--- config.mk ---
export PLATFORM = sky130hd
export DESIGN_NAME = mem_responder_flat
export DESIGN_NICKNAME = d
export VERILOG_FILES = /design/src/rtl/mem_responder_if.sv /design/src/rtl/mem_responder.sv /design/src/flat_wrapper.sv
export SDC_FILE = /design/constraint.sdc
export NUM_CORES = 1
export LEC_CHECK = 0
export BUFFER_PORTS_ARGS = -buffer_cell sky130_fd_sc_hd__buf_2
export CAP_MARGIN = 20
export CORE_UTILIZATION = 56
export DETAILED_ROUTE_END_ITERATION = 10
export PLACE_DENSITY = 0.8
export SETUP_SLACK_MARGIN = 0.3
export SYNTH_ARGS = -nofsm -noshare
export SYNTH_HDL_FRONTEND = slang
export SYNTH_SLANG_ARGS = --single-unit
--- constraint.sdc ---
create_clock -name clk -period 2.7 [get_ports clk]
set_input_delay 0.27 -clock clk [delete_from_list [all_inputs] [get_ports clk]]
set_output_delay 0.27 -clock clk [all_outputs]
set_load 0.005 [all_outputs]
--- src/rtl/mem_responder_if.sv ---
// -----------------------------------------------------------------------------
// mem_responder_if
// Bus bundle between the VeriRisc controller (initiator) and the memory-side
// responder (target). The tri-state data bus is split into data_in/data_out
// with data_oe showing when the responder owns the bus.
//
// Signals:
//   addr     initiator -> target  access address
//   rd       initiator -> target  read request level, held until rdy
//   wr       initiator -> target  write request level
//   data_e   initiator -> target  initiator is driving data_in
//   data_in  initiator -> target  write data
//   data_out target -> initiator  read data, valid while data_oe=1
//   data_oe  target -> initiator  responder owns the data bus
//   rdy      target -> initiator  access complete
//   err      target -> initiator  one-cycle protocol-error pulse
//
// Modports: master (initiator side), slave (responder side).
// -----------------------------------------------------------------------------
interface mem_responder_if #(
    parameter int AW = 5,
    parameter int DW = 8
);
    logic [AW-1:0] addr;
    logic          rd;
    logic          wr;
    logic          data_e;
    logic [DW-1:0] data_in;
    logic [DW-1:0] data_out;
    logic          data_oe;
    logic          rdy;
    logic          err;

    modport master (
        output addr, rd, wr, data_e, data_in,
        input  data_out, data_oe, rdy, err
    );

    modport slave (
        input  addr, rd, wr, data_e, data_in,
        output data_out, data_oe, rdy, err
    );
endinterface

--- src/rtl/mem_responder.sv ---
// -----------------------------------------------------------------------------
// mem_responder
// Memory-side target for the VeriRisc controller's bus strobes. Holds a
// 2^AW x DW RAM and services single-beat reads and writes after WAIT_STATES
// extra cycles, signalling completion on rdy.
//
// Parameters:
//   AW           address width (depth = 2^AW)
//   DW           data width
//   WAIT_STATES  extra cycles before a read is driven / a write commits (0..15)
//
// Ports:
//   clk  clock, all logic on posedge
//   rst  synchronous, active-high reset (RAM contents are kept)
//   bus  mem_responder_if.slave: addr, rd, wr, data_e, data_in (in),
//        data_out, data_oe, rdy, err (out)
//
// Optional build macro:
//   WR_PROTECT_EN  makes addresses 0 .. 2^(AW-2)-1 read-only. Writes there
//                  still complete normally with rdy, leave the RAM untouched
//                  and pulse err together with rdy.
//
// Outputs are registered and decoded from the next state, so rdy/data_oe
// rise on the same edge that the FSM enters RD_DRIVE or WR_DONE.
// -----------------------------------------------------------------------------
module mem_responder #(
    parameter int AW          = 5,
    parameter int DW          = 8,
    parameter int WAIT_STATES = 0
) (
    input  logic            clk,
    input  logic            rst,
    mem_responder_if.slave  bus
);

    typedef enum logic [2:0] {
        IDLE     = 3'd0,
        RD_WAIT  = 3'd1,
        RD_DRIVE = 3'd2,
        WR_WAIT  = 3'd3,
        WR_DONE  = 3'd4,
        WR_HOLD  = 3'd5
    } state_t;

    localparam int DEPTH = 1 << AW;

    // With no wait states a request goes straight to its completion state.
    localparam bit NO_WAIT = (WAIT_STATES == 0);

    // Counter preload: the wait state that sees counter=0 is the last one.
    localparam logic [3:0] WS_INIT = NO_WAIT ? 4'd0 : 4'(WAIT_STATES - 1);

`ifdef WR_PROTECT_EN
    // Read-only region is the lowest quarter of the address space.
    function automatic logic is_protected(input logic [AW-1:0] a);
        return (a[AW-1 -: 2] == 2'b00);
    endfunction
`endif

    state_t        state_r;
    state_t        state_next_s;
    logic [3:0]    cnt_r;
    logic [3:0]    cnt_next_s;
    logic [AW-1:0] addr_q_r;
    logic [AW-1:0] addr_q_next_s;
    logic [DW-1:0] data_q_r;
    logic [DW-1:0] data_q_next_s;

    logic          commit_s;
    logic [AW-1:0] commit_addr_s;
    logic [DW-1:0] commit_data_s;
    logic          commit_blocked_s;
    logic          mem_we_s;
    logic          proto_err_s;
    logic          err_next_s;
    logic [AW-1:0] rd_addr_s;

    logic [DW-1:0] data_out_r;
    logic          data_oe_r;
    logic          rdy_r;
    logic          err_r;

    logic [DW-1:0] mem_r [DEPTH];

    // Next-state, latch-update and RAM-commit decode.
    always_comb begin
        state_next_s  = state_r;
        cnt_next_s    = cnt_r;
        addr_q_next_s = addr_q_r;
        data_q_next_s = data_q_r;
        commit_s      = 1'b0;
        commit_addr_s = addr_q_r;
        commit_data_s = data_q_r;
        proto_err_s   = 1'b0;

        case (state_r)
            IDLE: begin
                if (bus.rd && bus.wr) begin
                    proto_err_s = 1'b1;
                end else if (bus.rd) begin
                    addr_q_next_s = bus.addr;
                    if (NO_WAIT) begin
                        state_next_s = RD_DRIVE;
                    end else begin
                        state_next_s = RD_WAIT;
                        cnt_next_s   = WS_INIT;
                    end
                end else if (bus.wr && bus.data_e) begin
                    addr_q_next_s = bus.addr;
                    data_q_next_s = bus.data_in;
                    if (NO_WAIT) begin
                        // Commit on the accepting edge straight from the bus.
                        state_next_s  = WR_DONE;
                        commit_s      = 1'b1;
                        commit_addr_s = bus.addr;
                        commit_data_s = bus.data_in;
                    end else begin
                        state_next_s = WR_WAIT;
                        cnt_next_s   = WS_INIT;
                    end
                end else begin
                    // A write without data_e is simply not accepted.
                    state_next_s = IDLE;
                end
            end

            RD_WAIT: begin
                if (!bus.rd) begin
                    state_next_s = IDLE;
                end else if (cnt_r == 4'd0) begin
                    state_next_s = RD_DRIVE;
                end else begin
                    cnt_next_s = cnt_r - 4'd1;
                end
            end

            RD_DRIVE: begin
                if (!bus.rd) begin
                    state_next_s = IDLE;
                end else begin
                    state_next_s = RD_DRIVE;
                end
            end

            WR_WAIT: begin
                if (!bus.wr) begin
                    state_next_s = IDLE;
                end else if (cnt_r == 4'd0) begin
                    state_next_s = WR_DONE;
                    commit_s     = 1'b1;
                end else begin
                    cnt_next_s = cnt_r - 4'd1;
                end
            end

            WR_DONE: begin
                if (bus.wr) begin
                    state_next_s = WR_HOLD;
                end else begin
                    state_next_s = IDLE;
                end
            end

            WR_HOLD: begin
                // Wait for wr to drop so one long strobe is one write.
                if (bus.wr) begin
                    state_next_s = WR_HOLD;
                end else begin
                    state_next_s = IDLE;
                end
            end

            default: begin
                state_next_s = IDLE;
            end
        endcase
    end

    // Write-protect qualification and error-pulse source.
    always_comb begin
`ifdef WR_PROTECT_EN
        commit_blocked_s = commit_s && is_protected(commit_addr_s);
`else
        commit_blocked_s = 1'b0;
`endif
        mem_we_s   = commit_s && !commit_blocked_s;
        err_next_s = proto_err_s || commit_blocked_s;
    end

    // Read address: from the bus on the accepting edge, from the latch after.
    always_comb begin
        if (state_r == IDLE) begin
            rd_addr_s = bus.addr;
        end else begin
            rd_addr_s = addr_q_r;
        end
    end

    // FSM state, wait counter, request latches and registered outputs.
    always_ff @(posedge clk) begin
        if (rst) begin
            state_r    <= IDLE;
            cnt_r      <= 4'd0;
            addr_q_r   <= {AW{1'b0}};
            data_q_r   <= {DW{1'b0}};
            data_out_r <= {DW{1'b0}};
            data_oe_r  <= 1'b0;
            rdy_r      <= 1'b0;
            err_r      <= 1'b0;
        end else begin
            state_r   <= state_next_s;
            cnt_r     <= cnt_next_s;
            addr_q_r  <= addr_q_next_s;
            data_q_r  <= data_q_next_s;
            data_oe_r <= (state_next_s == RD_DRIVE);
            rdy_r     <= (state_next_s == RD_DRIVE) || (state_next_s == WR_DONE);
            err_r     <= err_next_s;
            if (state_next_s == RD_DRIVE) begin
                data_out_r <= mem_r[rd_addr_s];
            end else begin
                data_out_r <= {DW{1'b0}};
            end
        end
    end

    // RAM write port; contents survive reset, but reset blocks a commit.
    always_ff @(posedge clk) begin
        if (mem_we_s && !rst) begin
            mem_r[commit_addr_s] <= commit_data_s;
        end
    end

    assign bus.data_out = data_out_r;
    assign bus.data_oe  = data_oe_r;
    assign bus.rdy      = rdy_r;
    assign bus.err      = err_r;

endmodule

--- src/flat_wrapper.sv ---
// flat-port wrapper written by rule: the top's interface ports become plain ports
module mem_responder_flat 
#(
    parameter int AW          = 5,
    parameter int DW          = 8,
    parameter int WAIT_STATES = 0
)
  (clk, rst, bus_addr, bus_rd, bus_wr, bus_data_e, bus_data_in, bus_data_out, bus_data_oe, bus_rdy, bus_err);
  mem_responder_if #(.AW(AW), .DW(DW)) bus_i ();
  input  logic clk;
  input  logic rst;
  input wire logic [$bits(bus_i.addr)-1:0] bus_addr;
  input wire logic [$bits(bus_i.rd)-1:0] bus_rd;
  input wire logic [$bits(bus_i.wr)-1:0] bus_wr;
  input wire logic [$bits(bus_i.data_e)-1:0] bus_data_e;
  input wire logic [$bits(bus_i.data_in)-1:0] bus_data_in;
  output wire logic [$bits(bus_i.data_out)-1:0] bus_data_out;
  output wire logic [$bits(bus_i.data_oe)-1:0] bus_data_oe;
  output wire logic [$bits(bus_i.rdy)-1:0] bus_rdy;
  output wire logic [$bits(bus_i.err)-1:0] bus_err;
  assign bus_i.addr = bus_addr;
  assign bus_i.rd = bus_rd;
  assign bus_i.wr = bus_wr;
  assign bus_i.data_e = bus_data_e;
  assign bus_i.data_in = bus_data_in;
  assign bus_data_out = bus_i.data_out;
  assign bus_data_oe = bus_i.data_oe;
  assign bus_rdy = bus_i.rdy;
  assign bus_err = bus_i.err;
  mem_responder #(.AW(AW), .DW(DW), .WAIT_STATES(WAIT_STATES)) u_core (.clk(clk), .rst(rst), .bus(bus_i));
endmodule
==> flow_summary.json, run 1 <==
{
  "run_status": "finished clean",
  "setup_viol": 0,
  "maxSlewHeadroom_pct": 61.71,
  "fin_crit_sh_pct": 93.08,
  "ys_types": 55,
  "clock_sinks": 287,
  "drtAntennaViolNets": 0,
  "worstHoldStart": "bus_data_in[4]",
  "fmax_mhz": 397.9,
  "grt_setup_unrepaired": "true",
  "num-fill-cells": 1331,
  "die_w_um": 146.2,
  "holdBufCountCts": 0,
  "gr-usage-met1_pct": 39.90,
  "cts-root-buf": "clkbuf_16",
  "io_pins": 29,
  "crit_arrival_ps": 2910,
  "grt.busiest_layer": "met2",
  "met2_usage_pct": 45.98,
  "synth_edf_count": 256,
  "grt.total_usage_pct": 29.41,
  "yosys-top-cells-count": "edfxtp_1, nand2_1, a21oi_1",
  "vias": 8532,
  "worstSetupPathType": "flip-flop to flip-flop",
  "switching_power_mw": 2.349,
  "cts_buffer_depth": 3,
  "numCtsBuffers": 28,
  "cts_tree": "built",
  "syn_inst": 937,
  "cpPeakStageDelay_ps": 580,
  "initial_utilization_pct": 57.39,
  "power_mw": 9.741,
  "synth_ff_type": "edfxtp_1",
  "grt_pass1_vias": 8012,
  "die_y_um": 146.2,
  "synth_area_leaders": "edfxtp_1, nand2_1, dfxtp_1",
  "place_inst": 1230,
  "drive_above_1_share_pct": 22.88,
  "wl_um": 32510,
  "start_kind": "flip-flop",
  "htree_num_levels": 1,
  "fin_cells": 1306,
  "dr.pass1.iters": 6,
  "area_growth_pct": 20.38,
  "ys_warn_count": 0,
  "cap_viol_max_count": 0,
  "intPower_mw": 7.391,
  "r2r-start": "u_core.state_r[1]",
  "antenna_cells": 0,
  "worst_skew_pair.late_latency_ps": 540,
  "hold_violations": 0,
  "clkTransAtPathRegs_ps": 70,
  "crit_slowest_cell": "or3_2",
  "power_frac_seq_pct": 50.2,
  "grt_antenna_before_repair": 0,
  "grt_pass1_wl_um": 46960,
  "holdWs_ps": 11.20,
  "die_area_um2": 21380,
  "fin_nets": 1033,
  "vdd_drop_max_mv": 0.5222,
  "switching_share_pct": 24.12,
  "drc": 0,
  "cp.buffers_inverters": 2,
  "vias_per_cell": 6.533,
  "end_kind": "flip-flop",
  "yosysTopAreaCell": "edfxtp_1",
  "dp_hpwl_um": 18620,
  "drtIter0Drc": 1292,
  "worst_slew_pin_slew_ps": 573.0,
  "period_needed_ps": 2513,
  "pwr-share-comb_pct": 10.6,
  "synth_nets": 956,
  "grt_overflow": 0,
  "synth.most_common_cell": "edfxtp_1",
  "synth_top_area_share_pct": 65.99,
  "ys_async_sr_fraction_pct": 0,
  "postSynthAreaPerCell_um2": 12.43,
  "report.final.slew_viol_count": 0,
  "synth_seq_cells": 287,
  "crit_start": "u_core.state_r[1]",
  "crit_family": "simple AND/OR/NAND/NOR gates",
  "path_cells": "or3_2, buf_4, buf_4, or4_1, a22oi_2, a311oi_2, nand2_1, nand4_1",
  "skew_ps": 11.13,
  "critPathRequiredTime_ps": 3100,
  "critPathMostFrequentCell": "buf_4",
  "met3_usage_pct": 6.594,
  "hp-class": "input port to flip-flop",
  "grt_start_max_net_pins": 55,
  "ys_seq_area_share_pct": 71.31,
  "wl_per_cell_um": 24.89,
  "p_clk_share_pct": 39.1,
  "synth.cell_area_um2": 11650,
  "worstPathMaxFanout": 6,
  "num_rows": 52,
  "p_leak_nw": 4.940,
  "place_congestion": 0.9275,
  "port_buffers": 28,
  "core-area_um2": 20300,
  "p_per_area_nw_per_um2": 694.5
}
[flip-flops by register name, summed over array words and instances, names as in the netlist]
register / flops
u_core.bus.rdy: 1
u_core.state_r: 3
u_core.mem_r: 256
u_core.bus.data_oe: 1
u_core.cnt_r: 4
u_core.bus.data_out: 8
u_core.data_q_r: 8
u_core.addr_q_r: 5
u_core.bus.err: 1
[layout make-up]
| type | instances | area (µm²) | area share, % |
|---|---|---|---|
| tap | 270 | 337.8 | 2.409 |
| sequential | 287 | 8314 | 59.28 |
| clock buffer | 34 | 754.5 | 5.380 |
| multi-input combinational | 588 | 3567 | 25.43 |
| timing repair buffer | 100 | 875.8 | 6.245 |
| clock inverter | 18 | 141.4 | 1.008 |
| inverter | 9 | 33.78 | 0.2409 |
[worst min-delay path: cells and delay by family]
family / cells / cell delay (ps)
buffers and inverters: 1 / 90
AND/OR/NAND/NOR: 1 / 70
AO/OA/AOI/OAI: 1 / 60
[per-layer routing]
metal / wire [µm] / up-vias
li1: - / 3621
met3: 4229 / 151
met5: 0 / -
met2: 14770 / 753
met4: 1653 / 0
met1: 11850 / 4007
[kinds of logic (layout without fill, tap and decap cells)]
group           Yosys count  in the layout  share of synthesized area [%]
fa+ha+maj                 1              1                         0.1074
flops                   287            287                          71.31
xor+xnor                  3              3                         0.2256
mux                      14             14                          1.407
simple gates            425            426                          16.25
buf+inv                  65            161                          2.749
compound gates          142            144                          7.948
[timing repair]
action	in CTS	in global routing
endpoints found under the setup margin	264	263
setup buffers	14	4
pin swaps	22	21
cloned	2	4
resized for setup	20	27
[metrics by stage]
step	cell area (µm²)	utilization (%)	TNS (ps)	worst slack, ps
after floorplan	12020	-	0	156.7
after global placement	12630	62.24	0	33.70
after detailed placement	12630	62.24	-7186	-55.21
after CTS	13810	68.01	0	274.2
after global routing	14020	69.09	0	193.7
final	14020	69.09	0	186.8
[placed cells by master (no fill, tap or decap), types with 3 or more instances in the layout]
cell type   Yosys  final
a211oi_1        6      6
a21o_4          0      3
a21oi_1        62     59
a21oi_4         1      3
a22oi_1         4      3
a31oi_1        16     15
a32oi_1        29     28
and3_1          3      3
buf_12          0      9
buf_2          13     28
buf_4           4     55
buf_6           6      4
clkbuf_1       31      4
clkbuf_16       0     31
clkinv_1        0      5
clkinv_2        0      8
clkinvlp_4      0      3
dfxtp_1        31     26
dfxtp_2         0      5
edfxtp_1      256    256
inv_1           9      7
mux2i_1         9      7
mux2i_2         1      3
nand2_1       235    224
nand2_2         0      9
nand2b_1       12     10
nand3_1        50     49
nand3b_1        3      3
nand4_1        20     20
nor2_1         57     24
nor2_4          0     32
nor2b_1         3      3
nor3_1         14     12
nor3b_1        10      8
o21ai_1         4      3
o22ai_1         7      7
[worst paths after layout]
| check | end | slack (ps) | depth (start not counted) |
|---|---|---|---|
| worst max-delay path | u_core.bus.data_out[0] | 190 | 8 |
| worst min-delay path | u_core.data_q_r[4] | 10 | 3 |
| worst max register to register | u_core.bus.data_out[0] | 190 | 8 |
| worst min register to register | u_core.data_q_r[2] | 480 | 2 |
[power by group through the flow]
stage,clock [mW],combinational (mW),sequential (mW)
6_report,3.81,1.04,4.89
5_1_grt,4.00,1.08,4.89
4_1_cts,3.81,0.928,4.89
3_5_place_dp,0,0.862,4.98
3_3_place_gp,0,0.848,4.98
2_1_floorplan,0,0.555,4.97
Power figures use the tool's default switching activity.
==> run 2, diff against run 1 <==
--- a/config.mk
+++ b/config.mk
@@ -7,9 +7,9 @@
 export LEC_CHECK = 0
 export BUFFER_PORTS_ARGS = -buffer_cell sky130_fd_sc_hd__buf_2
 export CAP_MARGIN = 20
-export CORE_UTILIZATION = 56
+export CORE_UTILIZATION = 25
 export DETAILED_ROUTE_END_ITERATION = 10
-export PLACE_DENSITY = 0.8
+export PLACE_DENSITY = 0.45
 export SETUP_SLACK_MARGIN = 0.3
 export SYNTH_ARGS = -nofsm -noshare
 export SYNTH_HDL_FRONTEND = slang
==> run 2 against run 1 <==
Setup slack improved by 30 ps. Clock-buffer cell count is 12 higher. Power rose by 11%. Die area increased by 120%. Sequential share of layout area fell by 7.2 points. Flip-flop and latch count stayed put. Critical path type unchanged.
==> flow_summary.json, run 2 (same netlist as run 1, synthesis figures left out) <==
{
  "run_status": "finished clean",
  "vdd_drop_max_mv": 0.4136,
  "report.final.slew_viol_count": 0,
  "place_inst": 1570,
  "hold_violations": 0,
  "p_per_area_nw_per_um2": 676.5,
  "place_congestion": 0.7774,
  "drtAntennaViolNets": 0,
  "cts-root-buf": "clkbuf_16",
  "hp-class": "input port to flip-flop",
  "final_cell_mix": "edfxtp_1, nand2_1, buf_4, a21oi_1, clkbuf_16",
  "io_pins": 29,
  "critPathMostFrequentCell": "nand4_1",
  "p_leak_nw": 5.591,
  "grt_overflow": 0,
  "holdPathStages": 3,
  "num_rows": 78,
  "path_cells": "or3_4, buf_12, a21oi_4, buf_4, bufbuf_16, nand2_1, a32oi_2, nand4_1, nand4_1",
  "vias": 8333,
  "vias_per_cell": 4.856,
  "grt_start_max_net_pins": 33,
  "die_area_um2": 47470,
  "dr.pass1.iters": 5,
  "wl_um": 38200,
  "rr_worst_depth": 9,
  "start_kind": "flip-flop",
  "critPathRequiredTime_ps": 3120,
  "pre_cts_ws_ps": -45.45,
  "drc": 0,
  "path_depth": 9,
  "cp.buffers_inverters": 3,
  "fmax_mhz": 402.7,
  "crit_arrival_ps": 2910,
  "die_y_um": 217.9,
  "fin_nets": 1111,
  "die_w_um": 217.9,
  "initial_utilization_pct": 25.51,
  "skew_ps": 14.89,
  "cts_buffer_depth": 3,
  "crit_slowest_cell": "or3_4",
  "worstSetupPathType": "flip-flop to flip-flop",
  "cap_viol_max_count": 0,
  "dp_hpwl_um": 21700,
  "grt_setup_unrepaired": "true",
  "grt_pass1_vias": 8260,
  "fin_crit_sh_pct": 91.96,
  "clock_sinks": 287,
  "dpl_cell_area_um2": 13230,
  "worst_skew_pair.late_latency_ps": 500,
  "fin_cells": 1716,
  "htree_num_levels": 2,
  "area_growth_pct": 37.06,
  "cpPeakStageDelay_ps": 470,
  "port_buffers": 28,
  "core-area_um2": 45670,
  "crit_family": "simple AND/OR/NAND/NOR gates",
  "clkTransAtPathRegs_ps": 60,
  "worstPathMaxFanout": 11,
  "grt.total_usage_pct": 15.32,
  "drive_above_1_share_pct": 31.36,
  "layout_commonest_cell": "edfxtp_1",
  "numCtsBuffers": 34,
  "largest_reg_flops": 256,
  "maxSlewHeadroom_pct": 49.49,
  "grt_antenna_before_repair": 1,
  "holdBufCountCts": 0,
  "utilization_pct": 34.96,
  "top_register": "u_core.mem_r",
  "holdWs_ps": 55.80,
  "drtIter0Drc": 676,
  "num-fill-cells": 4467,
  "grt_pass1_wl_um": 53590,
  "worst_slew_pin_slew_ps": 754.8,
  "end_kind": "flip-flop",
  "layout_setup_ws_ps": 217.0,
  "antenna_cells": 0,
  "period_needed_ps": 2483,
  "setup_viol": 0,
  "cts_tree": "built",
  "wl_per_cell_um": 22.26,
  "stdcell_area_um2": 15970
}
==> run 2: cell count changes in the layout (fill, tap and decap cells not counted), sizes merged, moves of 2 or more <==
cell,delta
clkbuf,+20
mux2,+2
clkinvlp,-2
a21o,-2
clkinv,-4
bufbuf,+3
buf,+62
==> run 2: per-layer routing <==
layer	up-vias	global-route usage [%]	wire length, µm
li1	3799	-	-
met1	4251	20.59	16700
met2	230	25.39	18580
met3	53	2.315	1860
met4	0	4.592	1067
met5	-	0	0
==> run 2: cell type report <==
type	instances	area [µm²]	area share [%]
timing repair buffer	173	1993	12.48
clock buffer	46	937.1	5.869
clock inverter	14	145.1	0.9089
inverter	9	33.78	0.2116
multi-input combinational	587	3794	23.76
sequential	287	8314	52.07
tap	600	750.7	4.701
==> run 2: where the power goes <==
part	switching (mW)	total (mW)	internal, mW
Clock	1.76	4.48	2.72
Sequential	0.0244	4.89	4.86
Combinational	0.803	1.44	0.632
Total	2.59	10.8	8.21
==> run 2: repair_timing <==
| item | 4_1_cts | 5_1_grt |
|---|---|---|
| setup endpoints to repair | 264 | 255 |
| buffers inserted | 40 | 28 |
| pin swaps | 35 | 50 |
| cloned | 7 | 11 |
| gates resized for setup | 39 | 58 |
| endpoints found under the hold margin | 0 | 0 |
==> run 2: worst reg2reg max path, delay by kind of cell (launching register included) <==
family	cells	cell delay (ps)
flops	1	330
compound gates	2	500
buf+inv	3	620
simple gates	4	960
==> run 2: path summary, 6_finish.rpt <==
kind                                          from                endpoint  slack [ps]
worst min register to register  u_core.data_q_r[6]      u_core.data_q_r[6]         480
worst max-delay path             u_core.state_r[0]  u_core.bus.data_out[5]         220
worst max register to register   u_core.state_r[0]  u_core.bus.data_out[5]         220
worst min-delay path                bus_data_in[4]      u_core.data_q_r[4]          60
==> run 2: stage by stage <==
step	TNS [ps]	power (mW)
after global routing	0	11.15
after CTS	0	10.62
after detailed placement	-1352	5.959
after global placement	-737.1	5.961
final	0	10.80
after floorplan	0	5.522
==> run 3, diff against run 2 <==
--- a/config.mk
+++ b/config.mk
@@ -5,10 +5,10 @@
 export SDC_FILE = /design/constraint.sdc
 export NUM_CORES = 1
 export LEC_CHECK = 0
-export BUFFER_PORTS_ARGS = -buffer_cell sky130_fd_sc_hd__buf_2
 export CAP_MARGIN = 20
 export CORE_UTILIZATION = 25
 export DETAILED_ROUTE_END_ITERATION = 10
+export DONT_BUFFER_PORTS = 1
 export PLACE_DENSITY = 0.45
 export SETUP_SLACK_MARGIN = 0.3
 export SYNTH_ARGS = -nofsm -noshare
==> run 3 against run 2 <==
Cell count is 3.4% lower. Clock-buffer cell count is 1 lower. Setup slack worse by 54 ps. Largest cell class unchanged. Largest power group unchanged.
==> flow_summary.json, run 3 (same netlist as run 1, synthesis figures left out) <==
{
  "worstSetupPathType": "flip-flop to flip-flop",
  "grt_pass1_vias": 8045,
  "grt_setup_unrepaired": "true",
  "core-area_um2": 45670,
  "numCtsBuffers": 34,
  "p_leak_nw": 5.223,
  "worst_slew_pin_slew_ps": 954.9,
  "cp.buffers_inverters": 4,
  "path_cells": "or3_4, buf_12, a21oi_4, buf_6, buf_12, buf_12, nand2_1, a32oi_1, nand4_1, nand4_1",
  "die_y_um": 217.9,
  "utilization_pct": 33.36,
  "htree_num_levels": 2,
  "pre_cts_ws_ps": 19.63,
  "path_depth": 10,
  "vias_per_cell": 4.881,
  "crit_arrival_ps": 2980,
  "fin_crit_sh_pct": 93.95,
  "die_w_um": 217.9,
  "final_cell_mix": "edfxtp_1, nand2_1, buf_4, a21oi_1, nand3_1",
  "cts_tree": "built",
  "hp-class": "input port to flip-flop",
  "cap_viol_max_count": 0,
  "vdd_drop_max_mv": 0.4091,
  "holdWs_ps": 32.62,
  "place_congestion": 0.8104,
  "grt.total_usage_pct": 15.96,
  "port_buffers": 0,
  "drive_above_1_share_pct": 25.61,
  "initial_utilization_pct": 25.51,
  "place_inst": 1535,
  "drtIter0Drc": 633,
  "worst_skew_pair.late_latency_ps": 520,
  "crit_start": "u_core.state_r[1]",
  "clock_sinks": 287,
  "wl_per_cell_um": 23.11,
  "finalSetupTns_ps": 0,
  "p_per_area_nw_per_um2": 686.8,
  "run_status": "finished clean",
  "area_growth_pct": 30.80,
  "fin_cells": 1658,
  "antenna_cells": 0,
  "layout_setup_ws_ps": 163.2,
  "cts-root-buf": "clkbuf_16",
  "clkTransAtPathRegs_ps": 60,
  "drc": 0,
  "drtAntennaViolNets": 0,
  "skew_ps": 18.21,
  "dp_hpwl_um": 22080,
  "start_kind": "flip-flop",
  "grt_pass1_wl_um": 55220,
  "end_kind": "flip-flop",
  "grt_overflow": 0,
  "worstPathMaxFanout": 7,
  "rrSetupSlack_ps": 160,
  "r2r-end": "u_core.bus.data_out[5]",
  "crit_slowest_cell": "a21oi_4",
  "wl_um": 38310,
  "num-fill-cells": 4533,
  "maxSlewHeadroom_pct": 36.34,
  "vias": 8092,
  "cts_buffer_depth": 3,
  "fmax_mhz": 394.2,
  "rr_worst_depth": 10,
  "top_register": "u_core.mem_r",
  "die_area_um2": 47470,
  "worstHoldStart": "bus_rd",
  "grt_antenna_before_repair": 1,
  "io_pins": 29,
  "r2r-start": "u_core.state_r[1]",
  "critPathMostFrequentCell": "buf_12",
  "num_rows": 78,
  "dr.pass1.iters": 5,
  "report.final.slew_viol_count": 0,
  "grt_start_max_net_pins": 33,
  "largest_reg_flops": 256,
  "crit_end": "u_core.bus.data_out[5]",
  "crit_family": "simple AND/OR/NAND/NOR gates",
  "period_needed_ps": 2537,
  "cpPeakStageDelay_ps": 400,
  "critPathRequiredTime_ps": 3140,
  "layout_commonest_cell": "edfxtp_1",
  "hold_violations": 0,
  "setup_viol": 0,
  "fin_nets": 1054
}
-- run 3: cell types whose count changed in the layout (fill, tap and decap cells not counted), moves of 4 or more --
cell           change
nand2_2            -4
buf_2             -28
buf_4             -23
dlygate4sd3_1     +15
buf_12            -14
clkbuf_16          -9
nand2_4            +4
-- run 3: cell type report --
class	count	area, µm²	area share (%)
tap	600	750.7	4.927
sequential	287	8310	54.54
multi-input combinational	587	3760	24.67
clock buffer	45	922.1	6.051
clock inverter	14	116.4	0.7636
timing repair buffer	116	1345	8.827
inverter	9	33.78	0.2217
-- run 3: layer usage --
metal | vias to the layer above | part of all wire (%) | track usage, %
li1 | 3678 | - | -
met1 | 4081 | 43 | 20.78
met2 | 260 | 47 | 26.01
met3 | 73 | 6.1 | 3.236
met4 | 0 | 3.5 | 6.154
met5 | - | 0 | 0
-- run 3: per-stage QoR --
step / area, µm² / total power [mW]
2_1_floorplan: 12020 / 5.522
4_1_cts: 14760 / 10.44
3_3_place_gp: 12940 / 5.857
3_5_place_dp: 12940 / 5.849
6_report: 15240 / 10.47
5_1_grt: 15240 / 10.78
-- run 3: report_power, final --
group / switching [mW] / internal [mW] / leakage [nW] / total, mW
Clock: 1.85 / 2.51 / 0.507 / 4.36
Combinational: 0.733 / 0.476 / 1.88 / 1.21
Sequential: 0.0319 / 4.86 / 2.84 / 4.89
-- run 3: worst min path at each step --
stage | endpoint | slack, ps | cells after the start
2_1_floorplan | u_core.addr_q_r[4] | 420 | 2
3_3_place_gp | u_core.data_q_r[0] | 350 | 1
3_5_place_dp | u_core.addr_q_r[4] | 350 | 1
4_1_cts | u_core.addr_q_r[1] | 10 | 4
5_1_grt | u_core.addr_q_r[1] | 40 | 4
6_report | u_core.addr_q_r[1] | 30 | 4
-- run 3: what timing repair did --
item | 4_1_cts | 5_1_grt
setup buffers | 23 | 15
hold buffers | 16 | 0
endpoints found under the hold margin | 21 | 0
resized for setup | 38 | 58
cloned | 8 | 2
pin swaps | 29 | 39
endpoints found under the setup margin | 264 | 265
-- run 3: worst reg2reg max path: stages (launching register included) --
cell	delay, ps
dfxtp_2	330
or3_4	390
buf_12	150
a21oi_4	400
buf_6	200
buf_12	120
buf_12	130
nand2_1	60
a32oi_1	190
nand4_1	260
nand4_1	230
